==> src/rtl/mem_arbiter.sv <==
// Main-memory arbiter: runs I-cache refills and D-cache writeback/refill line transfers
// over one memory port, alternating priority when both caches miss together.
module mem_arbiter #(
    parameter int LINE_WORDS = 4,
    parameter int IDX_W      = 2,
    parameter int ADDR_W     = 32
) (
    input  logic              clk,
    input  logic              reset,
    input  logic              icache_req,
    input  logic [ADDR_W-1:0] icache_addr,
    output logic              icache_fill_we,
    output logic              icache_done,
    input  logic              dcache_req,
    input  logic [ADDR_W-1:0] dcache_addr,
    input  logic              dcache_dirty,
    input  logic [ADDR_W-1:0] dcache_wb_addr,
    input  logic [31:0]       dcache_wb_data,
    output logic              dcache_fill_we,
    output logic              dcache_done,
    output logic [IDX_W-1:0]  fill_idx,
    output logic [31:0]       fill_data,
    output logic              mem_req,
    output logic              mem_we,
    output logic [ADDR_W-1:0] mem_addr,
    output logic [31:0]       mem_wdata,
    input  logic [31:0]       mem_rdata,
    input  logic              mem_ack,
    output logic              busy
);
    typedef enum logic [2:0] {IDLE, I_FILL, D_WB, D_FILL, DONE} state_t;

    localparam int OFF_W = IDX_W + 2;
    localparam logic [ADDR_W-1:0] OFF_MASK = ADDR_W'((1 << OFF_W) - 1);

    state_t            state, state_n;
    logic              owner_d, owner_d_n;
    logic              last_d, last_d_n;
    logic [IDX_W-1:0]  idx, idx_n;
    logic [ADDR_W-1:0] base, base_n;
    logic [ADDR_W-1:0] fill_base, fill_base_n;

    logic in_xfer, last_word, grant_d, grant_i;

    assign in_xfer   = (state == I_FILL) || (state == D_WB) || (state == D_FILL);
    assign last_word = (idx == IDX_W'(LINE_WORDS - 1));
    // D wins a tie unless it was the previous owner
    assign grant_d   = dcache_req && !(icache_req && last_d);
    assign grant_i   = icache_req && !grant_d;

    always_ff @(posedge clk) begin
        if (reset) begin
            state     <= IDLE;
            owner_d   <= 1'b0;
            last_d    <= 1'b0;
            idx       <= '0;
            base      <= '0;
            fill_base <= '0;
        end else begin
            state     <= state_n;
            owner_d   <= owner_d_n;
            last_d    <= last_d_n;
            idx       <= idx_n;
            base      <= base_n;
            fill_base <= fill_base_n;
        end
    end

    always_comb begin
        state_n     = state;
        owner_d_n   = owner_d;
        last_d_n    = last_d;
        idx_n       = idx;
        base_n      = base;
        fill_base_n = fill_base;
        case (state)
            IDLE: begin
                if (grant_d) begin
                    owner_d_n   = 1'b1;
                    last_d_n    = 1'b1;
                    idx_n       = '0;
                    fill_base_n = dcache_addr & ~OFF_MASK;
                    if (dcache_dirty) begin
                        state_n = D_WB;
                        base_n  = dcache_wb_addr & ~OFF_MASK;
                    end else begin
                        state_n = D_FILL;
                        base_n  = dcache_addr & ~OFF_MASK;
                    end
                end else if (grant_i) begin
                    owner_d_n = 1'b0;
                    last_d_n  = 1'b0;
                    idx_n     = '0;
                    base_n    = icache_addr & ~OFF_MASK;
                    state_n   = I_FILL;
                end
            end
            I_FILL, D_WB, D_FILL: begin
                if (mem_ack) begin
                    idx_n = idx + 1'b1;
                    if (last_word) begin
                        idx_n = '0;
                        // writeback finished: refill the line latched at grant time
                        if (state == D_WB) begin
                            state_n = D_FILL;
                            base_n  = fill_base;
                        end else begin
                            state_n = DONE;
                        end
                    end
                end
            end
            DONE:    state_n = IDLE;
            default: state_n = IDLE;
        endcase
    end

    assign busy           = (state != IDLE);
    assign mem_req        = in_xfer;
    assign mem_we         = (state == D_WB);
    assign mem_addr       = in_xfer ? (base | (ADDR_W'(idx) << 2)) : '0;
    assign mem_wdata      = dcache_wb_data;
    assign fill_idx       = idx;
    assign fill_data      = mem_rdata;
    assign icache_fill_we = (state == I_FILL) && mem_ack;
    assign dcache_fill_we = (state == D_FILL) && mem_ack;
    assign icache_done    = (state == DONE) && !owner_d;
    assign dcache_done    = (state == DONE) && owner_d;
endmodule
==> config.mk <==
export PLATFORM = sky130hd
export DESIGN_NAME = mem_arbiter
export DESIGN_NICKNAME = d
export VERILOG_FILES = /design/src/rtl/mem_arbiter.sv
export SDC_FILE = /design/constraint.sdc
export NUM_CORES = 1
export LEC_CHECK = 0
export ABC_AREA = 1
export BUFFER_PORTS_ARGS = -buffer_cell sky130_fd_sc_hd__buf_4
export CAP_MARGIN = 20
export CORE_AREA = 5 5 101 103
export DETAILED_ROUTE_END_ITERATION = 6
export DIE_AREA = 0 0 106 108
export GPL_ROUTABILITY_DRIVEN = 0
export PLACE_DENSITY = 0.92
export REMOVE_ABC_BUFFERS = 1
export SETUP_SLACK_MARGIN = 0.5
export SLEW_MARGIN = 20
export SYNTH_ARGS = -nofsm -noshare
export SYNTH_HDL_FRONTEND = slang
export SYNTH_SLANG_ARGS = --single-unit
==> constraint.sdc <==
create_clock -name clk -period 4.1 [get_ports clk]
set_input_delay 0.41 -clock clk [delete_from_list [all_inputs] [get_ports clk]]
set_output_delay 0.41 -clock clk [all_outputs]
set_load 0.01 [all_outputs]
==> results of run 1 <==
## cell usage after synthesis (all sizes together)
library cell and number:
a21oi 5, and3 1, buf 92, clkbuf 12, conb 1, dfxtp 62
ha 1, inv 43, nand2 320, nand3 7, nand4 1, nor2 150
nor3 3, o21ai 31
## how the worst max path moves through the flow
stage	slack, ns	endpoint	from
after floorplan	1.75	mem_addr[10]	state[1]$_SDFFE_PP0P_
after global routing	1.15	mem_addr[28]	state[1]$_SDFFE_PP0P_
final	1.31	mem_addr[28]	state[1]$_SDFFE_PP0P_
after global placement	1.46	fill_base[22]$_SDFFE_PP0N_	icache_req
after detailed placement	1.39	fill_base[21]$_SDFFE_PP0N_	icache_req
after CTS	1.32	mem_addr[31]	state[1]$_SDFFE_PP0P_
## where the power goes
part / internal (W) / switching (W)
registers: 0.000809 / 0.0000892
clock network: 0.000284 / 0.000227
logic: 0.000639 / 0.00117
total: 0.00173 / 0.00148
## cells by family (layout without fill, tap and decap cells)
kind of cell | after synthesis | in the layout
buffers and inverters | 147 | 190
adder cells (fa/ha/maj) | 1 | 1
AND/OR/NAND/NOR | 482 | 482
other | 1 | 2
AO/OA/AOI/OAI | 36 | 36
flip-flops | 62 | 62
## metrics by stage
| stage | hold WS [ns] | area [um^2] | util (%) | setup WS [ns] | total power [W] |
|---|---|---|---|---|---|
| finish | 0.271 | 4820 | 52.9 | 1.31 | 0.00322 |
| global route | 0.247 | 4820 | 52.9 | 1.15 | 0.00352 |
| CTS | 0.249 | 4800 | 52.7 | 1.32 | 0.00322 |
| detailed placement | 0.483 | 4620 | 50.7 | 1.39 | 0.00270 |
| global placement | 0.478 | 4590 | 50.4 | 1.46 | 0.00262 |
| floorplan | 0.465 | 3470 | - | 1.75 | 0.00207 |
## cell type report
| class | count | area [um^2] |
|---|---|---|
| Timing Repair Buffer | 132 | 1020 |
| Fill cell | 955 | 4290 |
| Tap cell | 111 | 139 |
| Clock buffer | 15 | 186 |
| Inverter | 43 | 161 |
| Multi-Input combinational cell | 521 | 2070 |
| Sequential cell | 62 | 1240 |
## registers in the layout, summed over array words and instances (netlist names)
signal,flops
fill_idx,2
fill_base,28
state,3
base,28
last_d,1
## critical path, stage by stage, from the launching register on
cell and delay (ns):
dfxtp_1 0.46, nor2_4 0.09, nor2_4 0.48, inv_2 0.56, nor2_1 0.29, buf_4 0.16
## metal layers
layer,global-route usage [%],vias to the layer above,wire length (um)
li1,-,2178,-
met1,23.5,1831,4970
met2,51.5,282,8250
met3,27.5,57,3630
met4,21.0,6,1440
met5,10.3,-,154
==> metrics.yaml, run 1 <==
status:
  status: "completed"
clock_tree:
  cts-root-buf: "clkbuf_8"
  cts_resized: 0
  clk_pin_slew_ns: 0.07
  clk_latency_ns: 0.33
  htree_num_levels: 3
  cts_buffer_depth: 2
  hold_buffers: 0
  cts_made_buffers: 9
  postCtsSetupBuffers: 0
  cts_tree: "yes"
  cts.sinks: 62
timing:
  rsz0062_at_grt: "no"
  finalHoldViolations: 0
  finalSetupTns_ns: 0
  finalCritPeriodShare_pct: 67.9
  post-route-min-period_ns: 2.79
  setup_viol: 0
  worst_pin_slew_ns: 1.03
  skew_ns: 0.00850
  timing.slew.headroom_pct: 31.5
  max_freq_ghz: 0.359
  slew_viol_final: 0
setup_path:
  arrival_ns: 2.38
  worstReg2RegStart: "last_d$_SDFFE_PP0P_"
  reg2reg_slack_ns: 1.57
  path_max_fanout: 59
  crit_type: "register to output pin"
  crit_path_end_kind: "output pin"
  required_ns: 3.69
  cp-start-kind: "register"
  r2r_cells: 7
  timing.rr.end: "fill_base[24]$_SDFFE_PP0N_"
min_path:
  hold_depth: 2
  hold_path_class: "input pin to register"
  min-delay-start: "reset"
  holdPathEnd: "last_d$_SDFFE_PP0P_"
logic_synthesis:
  synth_mux_area_share_pct: 0
  yosysTopAreaCellShare_pct: 29.6
  yosysSeqAreaShare_pct: 29.6
  synth_compound_area_share_pct: 4.48
  yosysWarnings: 0
  synth_cell_types: 24
  synthAdderAreaFrac_pct: 0.299
  synth_cells: 729
  synth_xor_area_share_pct: 0
  synthSimpleGateAreaFrac_pct: 44.5
  ys_ff_latch: 62
  synth_area_leader_cell: "dfxtp_1"
  synth_top_family_by_area: "simple AND/OR/NAND/NOR gates"
  avgSynthCellArea_um2: 5.74
  synthTopCellsByArea: "dfxtp_1 (30%), nand2_1 (29%), nor2_1 (13%), buf_4 (13%), inv_1 (3.4%)"
  synth_area_um2: 4190
cells_and_area:
  final_layout_size_suffix_gt1_share_pct: 20.7
  final_cell_mix: "nand2_1 (319), nor2_1 (146), buf_4 (130), dfxtp_1 (62), inv_1 (36)"
  n_antenna_cell: 0
  stdcell_count: 884
  layout-area-overhead-vs-synth_pct: 15.1
  num-nets-final: 936
  mostFrequentLayoutCell: "nand2_1"
global_routing:
  grt_max_degree: 60
  antenna_found_initial: 0
  grt_pass1_vias: 3853
  grt_pass1_wl_mm: 25.6
  overflow: 0
  globalRouteTotalUtil_pct: 31.4
place:
  port_buffers: 128
  dp_cells: 868
  place_hpwl_mm: 14.8
route:
  via_per_inst: 4.93
  wl_per_cell_um: 20.9
  first_iter_violations: 277
  ant_nets: 0
  drt-total-wl_mm: 18.4
  vias: 4354
  drt_drc_violations_left: 0
  detailedRoute.firstPassIterationCount: 5
power_and_ir_drop:
  ir_worst_vdd_mv: 0.406
  p_per_area_nw_per_um2: 668
  p_leak_nw: 2.72
die:
  die_width_um: 106
  die_area_um2: 11400
  initial_utilization_pct: 46.0
  io-pin-count: 271
  rows: 35
  fp.dieH_um: 108
  core_area_um2: 9110
job:
  maxCapViolCount: 0
Note: power is estimated with default switching activity, not from simulation.
==> run 2, diff against run 1 <==
- CORE_AREA: 5 5 101 103 -> 5 5 110 112
- DIE_AREA: 0 0 106 108 -> 0 0 115 117
- PLACE_DENSITY: 0.92 -> 0.83
- clock period: 4.1 -> 2.5 ns (I/O delays scaled with it)
==> run 2 against run 1 <==
Net effect: total power is 76% higher; sequential share of layout area is 0.92 points lower; non-clock buffer count is 4 higher; die area is 18% higher; cell count is 4.2% higher; via count is 2.7% lower; sequential power is 65% higher; core utilization is 8.0 points lower; highest routed layer unchanged; largest cell class unchanged; design area is 3.7% higher; critical path type unchanged; count of clock-buffer cells in the layout is 3 lower; hold slack worse by 0.13 ns; wire length is 5.2% lower.
==> metrics.yaml, run 2 (same netlist as run 1, synthesis figures left out) <==
global_routing:
  grt_max_degree: 58  # -3.3%
  antenna_found_initial: 0  # unchanged
  grt_pass1_vias: 3806  # -1.2%
  grt_pass1_wl_mm: 24.7  # -3.7%
  overflow: 0  # unchanged
  globalRouteTotalUtil_pct: 25.5  # -5.9 points
route:
  first_iter_violations: 315  # +14%
  via_per_inst: 4.60  # -6.6%
  drt_drc_violations_left: 0  # unchanged
  drt-total-wl_mm: 17.5  # -5.2%
  vias: 4236  # -2.7%
  detailedRoute.firstPassIterationCount: 6  # +1
  ant_nets: 0  # unchanged
  wl_per_cell_um: 19.0  # -9.0%
timing:
  post-route-min-period_ns: 1.86
  max_freq_ghz: 0.538
  rsz0062_at_grt: "yes"
  finalHoldViolations: 0  # unchanged
  finalSetupTns_ns: 0  # unchanged
  timing.slew.headroom_pct: 58.3  # +27 points
  worst_pin_slew_ns: 0.625  # -0.402 ns
  finalCritPeriodShare_pct: 74.4
  skew_ns: 0.00855  # +0.0000531 ns
  setup_viol: 0  # unchanged
  slew_viol_final: 0  # unchanged
  holdWs_ns: 0.141  # -0.130 ns
die:
  rows: 39  # +11%
  fp.dieH_um: 117  # +8.3%
  core_area_um2: 11100  # +22%
  initial_utilization_pct: 37.6  # -8.3 points
  die_area_um2: 13500  # +18%
  die_width_um: 115  # +8.5%
  io-pin-count: 271  # unchanged
status:
  status: "completed"
clock_tree:
  cts-root-buf: "clkbuf_16"
  cts_buffer_depth: 2  # unchanged
  cts_tree: "yes"
  htree_num_levels: 3  # unchanged
  cts.sinks: 62  # unchanged
  hold_buffers: 0  # unchanged
  clk_latency_ns: 0.32  # about the same
  clk_pin_slew_ns: 0.06  # about the same
  postCtsSetupBuffers: 0  # unchanged
  cts_made_buffers: 9  # unchanged
place:
  place_area_um2: 4700  # +1.8%
  place_hpwl_mm: 14.0  # -5.8%
  dp_cells: 905  # +4.3%
  port_buffers: 128  # unchanged
job:
  maxCapViolCount: 0  # unchanged
cells_and_area:
  fillCellCount: 1212  # +27%
  final_cell_mix: "nand2_1 (319), nor2_1 (146), buf_4 (133), dfxtp_1 (62), inv_1 (36)"
  design_area_um2: 5000  # +3.7%
  seqCellArea_um2: 1240  # unchanged
  multiInputGateArea_um2: 2080  # +0.24%
  mostFrequentLayoutCell: "nand2_1"
  utilization_pct: 44.9  # -8.0 points
  layout-area-overhead-vs-synth_pct: 19.4
  num-nets-final: 940  # +0.43%
  final_layout_size_suffix_gt1_share_pct: 21.1  # +0.38 points
  stdcell_count: 921  # +4.2%
  n_antenna_cell: 0  # unchanged
  largestRegisters: "base: 28 flops, fill_base: 28 flops, state: 3 flops"
power_and_ir_drop:
  p_leak_nw: 2.79  # +2.3%
  p_per_area_nw_per_um2: 1130  # +69%
  ir_worst_vdd_mv: 0.546  # +35%
setup_path:
  cpMostUsedCell: "nor2_4"
  crit_type: "register to output pin"
  crit_path_top_delay_cell: "dfxtp_1"
  arrival_ns: 1.61  # -0.77 ns
  required_ns: 2.25  # -1.44 ns
  slowest_delay_ns: 0.46  # -0.10 ns
  cp-start-kind: "register"
  crit_chain: "nor2_4 -> nor2_4 -> inv_6 -> buf_12 -> nor2_1 -> buf_4"
  path_max_fanout: 31  # -47%
  crit_path_end_kind: "output pin"
min_path:
  hold_path_class: "input pin to register"
[run 2: cell types whose count changed in the layout (fill, tap and decap cells not counted), moves of 2 or more]
cell / change
buf_12: +2
buf_4: +3
clkbuf_16: +9
clkbuf_8: -13
clkinv_2: +2
[run 2: worst paths after layout]
path	from	to	slack, ns	depth (start not counted)
hold reg to reg	fill_base[31]$_SDFFE_PP0N_	fill_base[31]$_SDFFE_PP0N_	0.50	2
hold / removal	reset	last_d$_SDFFE_PP0P_	0.14	2
setup reg to reg	state[1]$_SDFFE_PP0P_	base[10]$_SDFFE_PP0P_	0.67	9
setup / recovery	state[1]$_SDFFE_PP0P_	mem_addr[5]	0.64	6
[run 2: metal layers]
metal	vias to the layer above	global-route usage, %	part of all wire (%)
met2	288	37.7	41
li1	2192	-	-
met5	-	3.70	0.39
met4	2	11.0	4.1
met3	29	27.5	25
met1	1725	21.9	29
[run 2: stage by stage]
stage / power [W] / worst slack (ns)
CTS: 0.00568 / 0.578
finish: 0.00565 / 0.641
detailed placement: 0.00446 / 0.632
global route: 0.00622 / 0.495
floorplan: 0.00340 / 0.309
global placement: 0.00442 / 0.655
[run 2: final cells by class]
| class | instances | share of cell area, % |
|---|---|---|
| clock buffers | 12 | 4.73 |
| clock inverters | 4 | 0.951 |
| inverters | 43 | 3.33 |
| multi-input cells | 521 | 41.6 |
| flip-flops and latches | 62 | 24.8 |
| well taps | 143 | 3.58 |
| repair buffers | 136 | 21.0 |
[run 2: worst max-delay path, delay by kind of cell (launching register included)]
family	cells	cell delay (ns)
DFF	1	0.46
buffers and inverters	3	0.44
and+or+nand+nor	3	0.37
[run 2: power by group]
| part | internal (W) | total, W | switching, W |
|---|---|---|---|
| Sequential | 0.00133 | 0.00148 | 0.000148 |
| Combinational | 0.00108 | 0.00299 | 0.00190 |
| Clock | 0.000768 | 0.00119 | 0.000422 |
| Total | 0.00318 | 0.00565 | 0.00247 |
[run 2: repair_timing]
action,in CTS,in global routing
resized for setup,1,3
setup endpoints to repair,16,37
pin swaps,0,0
